[config.mk]
export PLATFORM = sky130hd
export DESIGN_NAME = f_nextpc
export DESIGN_NICKNAME = d
export VERILOG_FILES = /design/src/rtl/f_nextpc.sv
export SDC_FILE = /design/constraint.sdc
export NUM_CORES = 1
export LEC_CHECK = 0
export ABC_AREA = 1
export CORE_MARGIN = 3
export CORE_UTILIZATION = 30
export DETAILED_ROUTE_END_ITERATION = 10
export PLACE_DENSITY = 0.56
export RECOVER_POWER = 25
export SETUP_SLACK_MARGIN = 0.4
export SLEW_MARGIN = 15
export SYNTH_ARGS = -nofsm -noshare
export SYNTH_HDL_FRONTEND = slang
export SYNTH_SLANG_ARGS = --single-unit
[constraint.sdc]
create_clock -name clk -period 3.36 [get_ports clk]
set_input_delay 0.672 -clock clk [delete_from_list [all_inputs] [get_ports clk]]
set_output_delay 0.672 -clock clk [all_outputs]
set_load 0.01 [all_outputs]
[src/rtl/f_nextpc.sv]
// Fetch next-PC generator with a direct-mapped BTB and 2-bit direction counters.
// Latency: pc is registered (1 cycle); pc_predicted is combinational from pc and BTB.
// Backpressure: stall holds pc, but a redirect still applies; BTB updates ignore stall.
//
// Ports:
//   clk, rst                   - single clock, asynchronous active-high reset
//   stall                      - hold the fetch PC (downstream not ready)
//   fail_predict, nextpc       - decode redirect request and the resolved next word PC
//   upd_valid/pc/taken/uncond  - resolved branch/JAL training info from decode
//   pc, pc_predicted           - current fetch word PC and its predicted successor
//   stat_branches/mispredicts  - event counters, present only with F_NEXTPC_STATS_EN
module f_nextpc #(
  parameter int IDX_W = 4
) (
  input  logic        clk,
  input  logic        rst,
  input  logic        stall,
  input  logic        fail_predict,
  input  logic [12:0] nextpc,
  input  logic        upd_valid,
  input  logic [12:0] upd_pc,
  input  logic        upd_taken,
  input  logic        upd_uncond,
  output logic [12:0] pc,
  output logic [12:0] pc_predicted
`ifdef F_NEXTPC_STATS_EN
  ,
  output logic [31:0] stat_branches,
  output logic [31:0] stat_mispredicts
`endif
);

  localparam int N     = 1 << IDX_W;
  localparam int TAG_W = 13 - IDX_W;

  // BTB storage; only valid and ctr carry reset state.
  logic [N-1:0]     valid_q;
  logic [1:0]       ctr_q [N];
  logic [TAG_W-1:0] tag_q [N];
  logic [12:0]      tgt_q [N];

  // Lookup for the current fetch PC.
  logic [IDX_W-1:0] lk_idx;
  logic             lk_hit;

  assign lk_idx = pc[IDX_W-1:0];
  assign lk_hit = valid_q[lk_idx] && (tag_q[lk_idx] == pc[12:IDX_W]);

  // Counter MSB set means ctr >= 2, i.e. predict taken.
  assign pc_predicted = (lk_hit && ctr_q[lk_idx][1]) ? tgt_q[lk_idx] : pc + 13'd1;

  // Training path.
  logic [IDX_W-1:0] up_idx;
  logic             up_hit;
  logic             ctr_wr;
  logic             alloc_wr;
  logic [1:0]       ctr_nxt;

  assign up_idx = upd_pc[IDX_W-1:0];
  assign up_hit = valid_q[up_idx] && (tag_q[up_idx] == upd_pc[12:IDX_W]);

  // A taken outcome always (re)writes tag/target/valid: on a hit the tag is
  // unchanged, on a miss this is the allocation. A not-taken miss writes nothing.
  assign alloc_wr = upd_valid && upd_taken;
  assign ctr_wr   = upd_valid && (up_hit || upd_taken);

  always_comb begin
    ctr_nxt = ctr_q[up_idx];
    if (up_hit) begin
      if (upd_taken) begin
        if (upd_uncond)
          ctr_nxt = 2'd3;
        else if (ctr_q[up_idx] != 2'd3)
          ctr_nxt = ctr_q[up_idx] + 2'd1;
      end else if (ctr_q[up_idx] != 2'd0) begin
        ctr_nxt = ctr_q[up_idx] - 2'd1;
      end
    end else begin
      ctr_nxt = upd_uncond ? 2'd3 : 2'd2;
    end
  end

  // PC register and reset-bearing BTB state.
  always_ff @(posedge clk or posedge rst) begin
    if (rst) begin
      pc      <= 13'd0;
      valid_q <= '0;
      for (int i = 0; i < N; i++) ctr_q[i] <= 2'd1;
    end else begin
      // Redirect wins over stall so a mispredict is never dropped.
      if (fail_predict)
        pc <= nextpc;
      else if (!stall)
        pc <= pc_predicted;

      if (alloc_wr) valid_q[up_idx] <= 1'b1;
      if (ctr_wr)   ctr_q[up_idx]   <= ctr_nxt;
    end
  end

  // Tag/target need no reset; gating on rst keeps an update that coincides
  // with reset from landing.
  always_ff @(posedge clk) begin
    if (!rst && alloc_wr) begin
      tag_q[up_idx] <= upd_pc[12:IDX_W];
      tgt_q[up_idx] <= nextpc;
    end
  end

`ifdef F_NEXTPC_STATS_EN
  always_ff @(posedge clk or posedge rst) begin
    if (rst) begin
      stat_branches    <= 32'd0;
      stat_mispredicts <= 32'd0;
    end else begin
      if (upd_valid)    stat_branches    <= stat_branches + 32'd1;
      if (fail_predict) stat_mispredicts <= stat_mispredicts + 32'd1;
    end
  end
`endif

endmodule
* Yosys cells after proc, flatten, opt, wreduce, memory -nomap -nowiden
Memories as Yosys holds them, arrays and structs flattened.
Cells that the tools add are included.
** Operators by class
- Reduce and logical (&&, ||, !) cells :: 11
- Add/subtract/negate cells :: 3
- Bitwise logic cells :: 3
- Multiplexer cells :: 26
- Equal/unequal tests :: 4
- $lt $le $gt $ge :: 6
** Operators by type and width (count)
- 13-bit 2-to-1 mux :: 3
- 32-bit bitwise mux :: 1
- 2-bit 2-to-1 mux :: 10
- 9-bit equality test :: 2
- 2-bit binary-select mux with 4-bit select :: 2
- 16-bit OR :: 1
- 13-bit by 1-bit adder with 13-bit output (second input constant) :: 1
- 5-bit greater-or-equal comparator (second input constant) :: 2
- 4-bit by 5-bit < comparator with 1-bit output (second input constant) :: 2
- 4-bit inverter with 5-bit output :: 2
- 1-bit binary-select mux with 4-bit select :: 2
- 2-bit demux with 4-bit select :: 1
- 1-bit logical AND :: 8
- 1-bit 2-to-1 mux :: 6
- 5-bit by 1-bit < comparator with 1-bit output (second input constant) :: 1
- 1-bit demux with 4-bit select :: 1
- 4-bit by 1-bit greater-or-equal comparator with 1-bit output (second input constant) :: 1
- 2-bit by 1-bit adder with 2-bit output (second input constant) :: 1
- 2-bit by 1-bit inequality test with 1-bit output (second input constant) :: 1
- 2-bit inequality test (second input constant) :: 1
- 2-bit nonzero test :: 1
- 2-bit by 1-bit subtractor with 2-bit output (second input constant) :: 1
- 1-bit logical NOT :: 1
- 1-bit logical OR :: 1
** Storage, ports and cells
- Output and inout port bits :: 26
- Memories kept :: 2
- Memory bits (writable) :: 352
- Bits in registers :: 61
- Input bits :: 33
** Memory list
- tgt_q :: words 16, bits a word 13, rd ports 1, clocked after Yosys merged registers in 0, wr ports 1, RTL line 40 : logic [12:0] tgt_q [N];
- tag_q :: words 16, bits a word 9, rd ports 2, clocked after Yosys merged registers in 0, wr ports 1, RTL line 39 : logic [TAG_W-1:0] tag_q [N];

* Depth between registers and ports, before layout
Gate-level depths: netlist of run 1.
- Depth after elaboration :: 10
- Depth in mapped cells :: 22
- Depth with buffers taken out :: 19

* Worst setup path before layout of run 1
Ideal clock, no wire load.
- Path kind :: input port to flip-flop
- Start :: input port rst
- End :: memory tag_q[11][0] (netlist bit) (enable)
- Required time :: 2.959 ns
- Arrival time :: 3.542 ns
- Slack :: -0.582 ns
- Stages :: 4
- Library setup time :: 0.401 ns
- Cell sequence :: inv_1 > nand2_1 > clkbuf_1 > nor2_1
** Between the ends
- Cells in the longest elaborated chain, start to end :: 4
** Ends and longest elaborated chain
- start, declared :: RTL line 16 : input logic rst,
- 1-bit logical NOT :: RTL line 104 : if (!rst && alloc_wr) begin
- 1-bit logical AND :: RTL line 104
- 1-bit 2-to-1 mux :: RTL line 104
- 1-bit 2-to-1 mux (implied by the code) :: RTL line 105 : tag_q[up_idx] <= upd_pc[12:IDX_W];
- end, declared :: RTL line 39
No other way between the ends.

* Worst setup path after layout of run 1
- Start :: register pc[0]
- End :: register pc[6]
** Between the ends
- Cells in the longest elaborated chain, start to end :: 8
- Elaborated cells on any way between the ends :: 15
- Classes of those cells :: 1 x add/sub; 1 x eq/ne; 8 x mux; 1 x bitwise; 2 x reduce/logical; 2 x memory
** Ends and longest elaborated chain
- start, declared :: RTL line 24 : output logic [12:0] pc,
- start signal, assigned :: RTL line 92 : pc <= nextpc;
- start signal, assigned :: RTL line 94 : pc <= pc_predicted;
- parallel branches: the longest is 5 deep, another holds memory read 16 x 9 bit
- 13-bit 2-to-1 mux (*) :: RTL line 50 : assign pc_predicted = (lk_hit && ctr_q[lk_idx][1]) ? tgt_q[lk_idx] : pc + 13'd1;
- 13-bit 2-to-1 mux (*) :: RTL line 93 : else if (!stall)
- 13-bit 2-to-1 mux (*) :: RTL line 91 : if (fail_predict)
Mark *: on every way between the ends. The select of a mux whose other input is x is not followed.
A chain may end at the register's enable or synchronous reset.

==> results of run 1 <==
## logic make-up after synthesis
group | Yosys count | synth area share, %
compound gates | 375 | 10.83
xor+xnor | 11 | 0.4921
fa+ha+maj | 1 | 0.06390
buf+inv | 239 | 5.490
flops | 413 | 61.89
simple gates | 1045 | 21.24
## sequential cells by signal (all words and copies together) (netlist names)
| name | cells |
|---|---|
| valid_q | 16 |
| tgt_q | 208 |
| pc | 13 |
| tag_q | 144 |
| ctr_q | 32 |
## synth_stat cells (10+ instances only)
cell and count:
o21ai_0 204, buf_6 13, o21ai_1 36, nand3_1 126, o22ai_1 36, dfrtp_1 45, o21bai_1 14, a21oi_1 23
a22oi_1 16, a31oi_1 10, nand2_1 617, buf_2 38, dfstp_2 16, nor2_1 275, clkbuf_1 54, xor2_1 11
inv_1 116, edfxtp_1 352, o211ai_1 20
## worst max-delay path: cells and delay by family (launching register included)
kind / cells / cell delay [ns]
buffers and inverters: 13 / 1.71
AND/OR/NAND/NOR: 10 / 1.16
AO/OA/AOI/OAI: 2 / 0.30
flip-flops: 1 / 0.57
## metrics by stage
step           TNS (ns)  power [mW]  instance area (µm²)  cells  hold WS [ns]
2_1_floorplan         0       7.092                19580   2084        0.4463
3_3_place_gp     -2.510       8.027                22350   3029        0.4568
3_5_place_dp     -2.846       8.045                22350   3029        0.4628
4_1_cts          -5.490       13.71                24760   3164        0.4717
5_1_grt          -8.469       14.21                24900   3172        0.4842
6_report         -6.294       13.70                24900   3172        0.4672
## what timing repair did
| action | in CTS | in global routing |
|---|---|---|
| setup buffers | 39 | 7 |
| gates resized for setup | 159 | 31 |
| gates cloned | 8 | 1 |
| endpoints found under the setup margin | 13 | 50 |
| pin swaps | 34 | 19 |
## power groups by stage
stage          logic (mW)  clock network, mW  registers [mW]
6_report             2.35               5.46            5.89
5_1_grt              2.56               5.75            5.90
4_1_cts              2.28               5.55            5.89
3_5_place_dp         2.07                  0            5.98
3_3_place_gp         2.04                  0            5.98
2_1_floorplan        1.17                  0            5.92
## layout make-up
class                   count  area share [%]
multi-input cells        1433           27.36
clock buffers              63           5.252
repair buffers            256           11.06
inverters                 126           1.965
repair inverters            1         0.03518
flip-flops and latches    413           48.70
well taps                 855           4.297
clock inverters            25           1.337
## worst max path at each step
stage,to
final,pc[6]
after global routing,pc[8]
after CTS,pc_predicted[6]
after detailed placement,pc_predicted[12]
after global placement,pc_predicted[12]
after floorplan,tag_q[11][0]
## metal layers
layer | global-route usage [%] | up-vias
met5 | 0 | -
met2 | 30.82 | 675
met3 | 2.582 | 161
met4 | 7.545 | 2
met1 | 25.66 | 7816
li1 | - | 7468
## layout by cell type, fill, tap and decap left out, drive strengths merged, types with 10 or more instances in the layout
cell             n
nand2          620
edfxtp         352
nor2           278
o21ai          240
buf            199
nand3          128
inv            125
clkbuf          74
dfrtp           45
o22ai           36
clkdlybuf4s50   29
a21oi           23
o211ai          20
clkinv          19
a22oi           16
dfstp           16
dlygate4sd3     14
o21bai          14
xor2            11
a31oi           10
==> summary.md, run 1 <==
| Metric | Value |
|---|---|
| Status | finished, violations left |
| Failing checks | negative setup slack |
| Cell count after synthesis | about 2.1k |
| Crit-path max cell delay | about 0.57 ns |
| Synth unique cells | 34 |
| Max-cap violations | 0 |
| Core Util, Final | between 30% and 40% |
| Crit path launch type | flip-flop |
| CP Launch Point | pc[0] |
| Fraction of registers with async set/reset | approximately 15% |
| Avg WL per Cell | around 21 µm |
| Post-synthesis sequential area ratio | between 60 and 70% |
| Mapped Area | between 0.015 and 0.02 mm² |
| Total CTS buffers | between 40 and 50 |
| Nets | 2312 |
| Sequential share of power | between 40% and 50% |
| Remaining Overflow, GRT | 0 |
| Layout cells sized above 1 | between 15 and 20% |
| First drt pass iteration count | 7 |
| Fillers | ~6.3k |
| Total Routed Length | around 66 mm |
| Crit Path Max Fanout | 21 |
| Switching share of power | a little over a quarter |
| Met1 wire length | between 20 and 30 mm |
| Slew Viols, Final | 0 |
| FF+latch count, synth | slightly above 400 |
| Dpl hpwl | around 40 mm |
| Worst R2R Path Depth | 25 |
| RSZ-0062 raised after global routing | true |
| Comb pwr share | 17.1% |
| Routability-driven placement congestion ratio | between 0.8 and 0.9 |
| P_sw | 3.762 mW |
| Area contributors post-synth | edfxtp_1, nand2_1, dfrtp_1 |
| Sink Count | roughly 410 |
| P_leak | between 9 and 10 nW |
| Worst r2r src | pc[0] |
| Hold Vio Cnt, Final | 0 |
| Hold depth | 2 |
| Die height | around 260 µm |
| Final worst slack | -0.4887 ns |
| Top cell type's share of synthesized area | between 50 and 60% |
| Setup CP Type | flip-flop to flip-flop |
| Period utilisation layout | 114.5% |
| Initial antenna violation count | 1 |
| Worst reg-to-reg setup slack | -0.49 ns |
| Iteration-0 DRC Markers | about 1.8k |
| Final Setup Violations | 15 |
| Worst skew pair latency | 0.61 ns |
| CTS max path bufs | 3 |
| Root Buffer | clkbuf_16 |
| Relative slew margins | 40.60% |
| First-pass GRT wire length | between 90 and 100 mm |
| Critical path endpoint category | flip-flop |
| Hold buffers post-CTS | 0 |
| Syn avg cell area | between 9 and 10 µm² |
| Die span in x | 261.5 µm |
| Detailed-route via count | approximately 16k |
| Largest net degree at the start of global routing | between 70 and 80 |
| Number of enable flip-flop cells after synthesis | 352 |
| Worst path slowest cell | dfrtp_4 |
| Clk pwr share | 39.8% |
| Multi-input gate area | 0.006810 mm² |
| Reg clk slew, reported paths | roughly 0.060 ns |
| Main flop type after synthesis | edfxtp_1 |
| Post-Syn Nets | 2118 |
| FMAX | around 260 MHz |
| Antenna-violating nets left | 0 |
| Vias in the first global route | roughly 16k |
| WL met3 | 4.222 mm |
| Via-per-instance ratio | 5.083 |
| Pint | just under 10 mW |
| Row count | 93 |
| Io pins | between 50 and 60 |
| Gr usage total | 18.96% |
| H-tree depth | 2 |
| CP arrival | between 4 and 5 ns |
| Area grow syn2layout | 27.16% |
| Register area | around 0.012 mm² |
| Die Area | about 0.068 mm² |
| Min Tclk post-route | slightly below 4 ns |
| Worst vdd rail ir drop | 0.4040 mV |
| Worst-margin pin slew | 0.8909 ns |
| Core Region | 0.06446 mm² |
| Max Clock Skew | between 0.02 and 0.025 ns |
| Max Used Layer | met5 |
| Port bufs | just under 60 |
| Req. time, crit path | around 3.9 ns |
| DRC viols | 0 |
| Synth warn | 0 |
| Hold path start | ctr_q[2] |
| Initial Utilization | approximately 30% |
| Tightest Hold Check Type | flip-flop to flip-flop |
| FF-to-FF End | pc[6] |
| Diodes inserted | 0 |
| Yosys top cell by area | edfxtp_1 |
| Hold path endpoint | ctr_q[2] |
| Metal2 WL | about 30 mm |
| Pre-CTS setup slack | -0.2836 ns |
| CTS tree | built |
| Cell repeated most along the worst path | buf_4 |
| Pwr Density | about 550 mW/mm² |
Power figures use the tool's default switching activity.
==> inputs of run 2 (changes only) <==
- RECOVER_POWER: 25 -> 100
- SKIP_LAST_GASP: not set -> 1
- SLEW_MARGIN: 15 -> not set
==> summary.md, run 2 (synthesis results as in run 1) <==
| Metric | Value |
|---|---|
| Nets | approximately 2.3k |
| CTS tree | built |
| Pwr Density | ~560 mW/mm² |
| Relative slew margins | -16.89% |
| Final worst slack | -0.5027 ns |
| CP arrival | 4.36 ns |
| First drt pass iteration count | 5 |
| Die height | between 200 and 300 µm |
| Period utilisation layout | 115.0% |
| Fillers | 6291 |
| Slew Viols, Final | 62 |
| Antenna-violating nets left | 0 |
| Sink Count | between 400 and 500 |
| Die span in x | between 200 and 300 µm |
| Remaining Overflow, GRT | 0 |
| P_leak | approximately 9.7 nW |
| Dpl hpwl | about 40 mm |
| First-pass GRT wire length | a little under 100 mm |
| Worst skew pair latency | about 0.6 ns |
| FMAX | 258.9 MHz |
| Min Tclk post-route | between 3 and 4 ns |
| CTS max path bufs | 3 |
| Critical path endpoint category | flip-flop |
| Biggest regs | tgt_q x208, tag_q x144, ctr_q x32 |
| Area grow syn2layout | 25.88% |
| Setup CP Type | flip-flop to flip-flop |
| Total Routed Length | 65.76 mm |
| Detailed-route via count | about 16k |
| Failing checks | max-capacitance violations, max-slew violations, negative setup slack |
| Most frequent cells in the layout | nand2_1, edfxtp_1, nor2_1 |
| Vias in the first global route | approximately 16k |
| Max FFs per register | between 200 and 250 |
| Non-filler instance count after layout | between 3k and 4k |
| Status | finished, violations left |
| Hold Vio Cnt, Final | 0 |
| Design Power | roughly 14 mW |
| RSZ-0062 raised after global routing | true |
| Routability-driven placement congestion ratio | 0.8898 |
| Avg WL per Cell | about 21 µm |
| Gr usage total | a little under a fifth |
| Die Area | about 0.068 mm² |
| Largest net degree at the start of global routing | between 70 and 80 |
| Hold buffers post-CTS | 0 |
| Initial antenna violation count | 2 |
| Layout cells sized above 1 | 17.23% |
| Commonest non-fill, non-tap cell in the layout | nand2_1 |
| Initial Utilization | between 30 and 40% |
| Io pins | 59 |
| Total CTS buffers | 47 |
| Crit path launch type | flip-flop |
| Iteration-0 DRC Markers | between 1.5k and 2k |
| Biggest register | tgt_q |
| Diodes inserted | 0 |
| Max-cap violations | 1 |
| Worst vdd rail ir drop | 0.4045 mV |
| Root Buffer | clkbuf_16 |
| Reg clk slew, reported paths | around 0.060 ns |
| DRC viols | 0 |
| Core Region | around 0.064 mm² |
| Setup TNS | -7.048 ns |
| Worst-margin pin slew | about 1.8 ns |
| Row count | 93 |
| Port bufs | 58 |
| Max Clock Skew | approximately 0.021 ns |
| Via-per-instance ratio | 5.105 |
| Final Setup Violations | 47 |
| H-tree depth | 2 |
| Placed cells | between 3k and 4k |
| Req. time, crit path | roughly 3.9 ns |
| Tightest Hold Check Type | flip-flop to flip-flop |
| Crit Path Max Fanout | 21 |
run 2: cell types whose count changed in the layout (fill, tap and decap cells not counted), sizes merged:
cell           before  now
buf               199  179
clkdlybuf4s50      29   16
clkbuf             74   93
dlygate4sd3        14   27
run 2: repair_timing:
action / 4_1_cts / 5_1_grt
resized for setup: 156 / 34
hold endpoints to repair: 0 / 0
setup buffers: 39 / 6
gates cloned: 8 / 1
endpoints found under the setup margin: 13 / 50
pin swaps: 34 / 23
run 2: path summary, 6_finish.rpt:
| path | depth (start not counted) | startpoint | slack (ns) | endpoint |
|---|---|---|---|---|
| setup / recovery | 25 | pc[0] | -0.50 | pc[6] |
| hold / removal | 2 | ctr_q[2] | 0.47 | ctr_q[2] |
| setup reg to reg | 25 | pc[0] | -0.50 | pc[6] |
| hold reg to reg | 2 | ctr_q[2] | 0.47 | ctr_q[2] |
| max in group asynchronous | 3 | rst | 0.77 | pc[0] |
| min in group asynchronous | 3 | rst | 1.29 | valid_q[4] |
run 2: worst max-delay path, stage by stage, from the launching register on:
cell,delay (ns)
dfrtp_4,0.57
buf_12,0.20
o21ai_0,0.20
nand2_1,0.08
o211ai_1,0.10
nand3_2,0.15
nand3_1,0.16
nand2_1,0.10
nor2_2,0.14
nand3_4,0.17
buf_6,0.17
nor2_4,0.17
nand2_2,0.08
buf_4,0.14
buf_4,0.12
buf_4,0.12
buf_4,0.13
buf_4,0.13
buf_4,0.12
buf_4,0.12
buf_4,0.12
buf_4,0.12
buf_4,0.12
buf_4,0.13
nand3_2,0.07
nand2_1,0.05
run 2: area by class of cell:
cell class                      instances  area [µm²]  share of cell area, %
Tap cell                              855        1070                  4.341
Multi-Input combinational cell       1433        6798                  27.58
Inverter                              126       489.2                  1.985
Clock buffer                           63        1308                  5.305
Sequential cell                       413       12120                  49.20
Timing Repair inverter                  1       8.758                0.03554
Clock inverter                         25       332.8                  1.350
Timing Repair Buffer                  255        2515                  10.20
run 2: through the flow:
stage               cell area [µm²]  worst slack [ns]  hold WS (ns)  util (%)
floorplan                     19580            0.1509        0.4463         -
finish                        24640           -0.5027        0.4665     38.23
global placement              22350           -0.3918        0.4568     34.67
global route                  24640           -0.6122        0.4842     38.23
CTS                           24750           -0.4135        0.4717     38.39
detailed placement            22350           -0.2836        0.4628     34.67
run 2: routing by layer:
layer / vias up / GRT usage (%) / share of wire [%]
met3: 160 / 2.485 / 6.4
met5: - / 0 / 0.021
met1: 7895 / 25.74 / 43
met2: 664 / 30.87 / 47
li1: 7467 / - / -
met4: 2 / 7.330 / 4.0
run 2: where the power goes:
| group | internal, mW | switching (mW) |
|---|---|---|
| registers | 5.74 | 0.153 |
| clock network | 3.29 | 2.17 |
| logic | 0.898 | 1.44 |
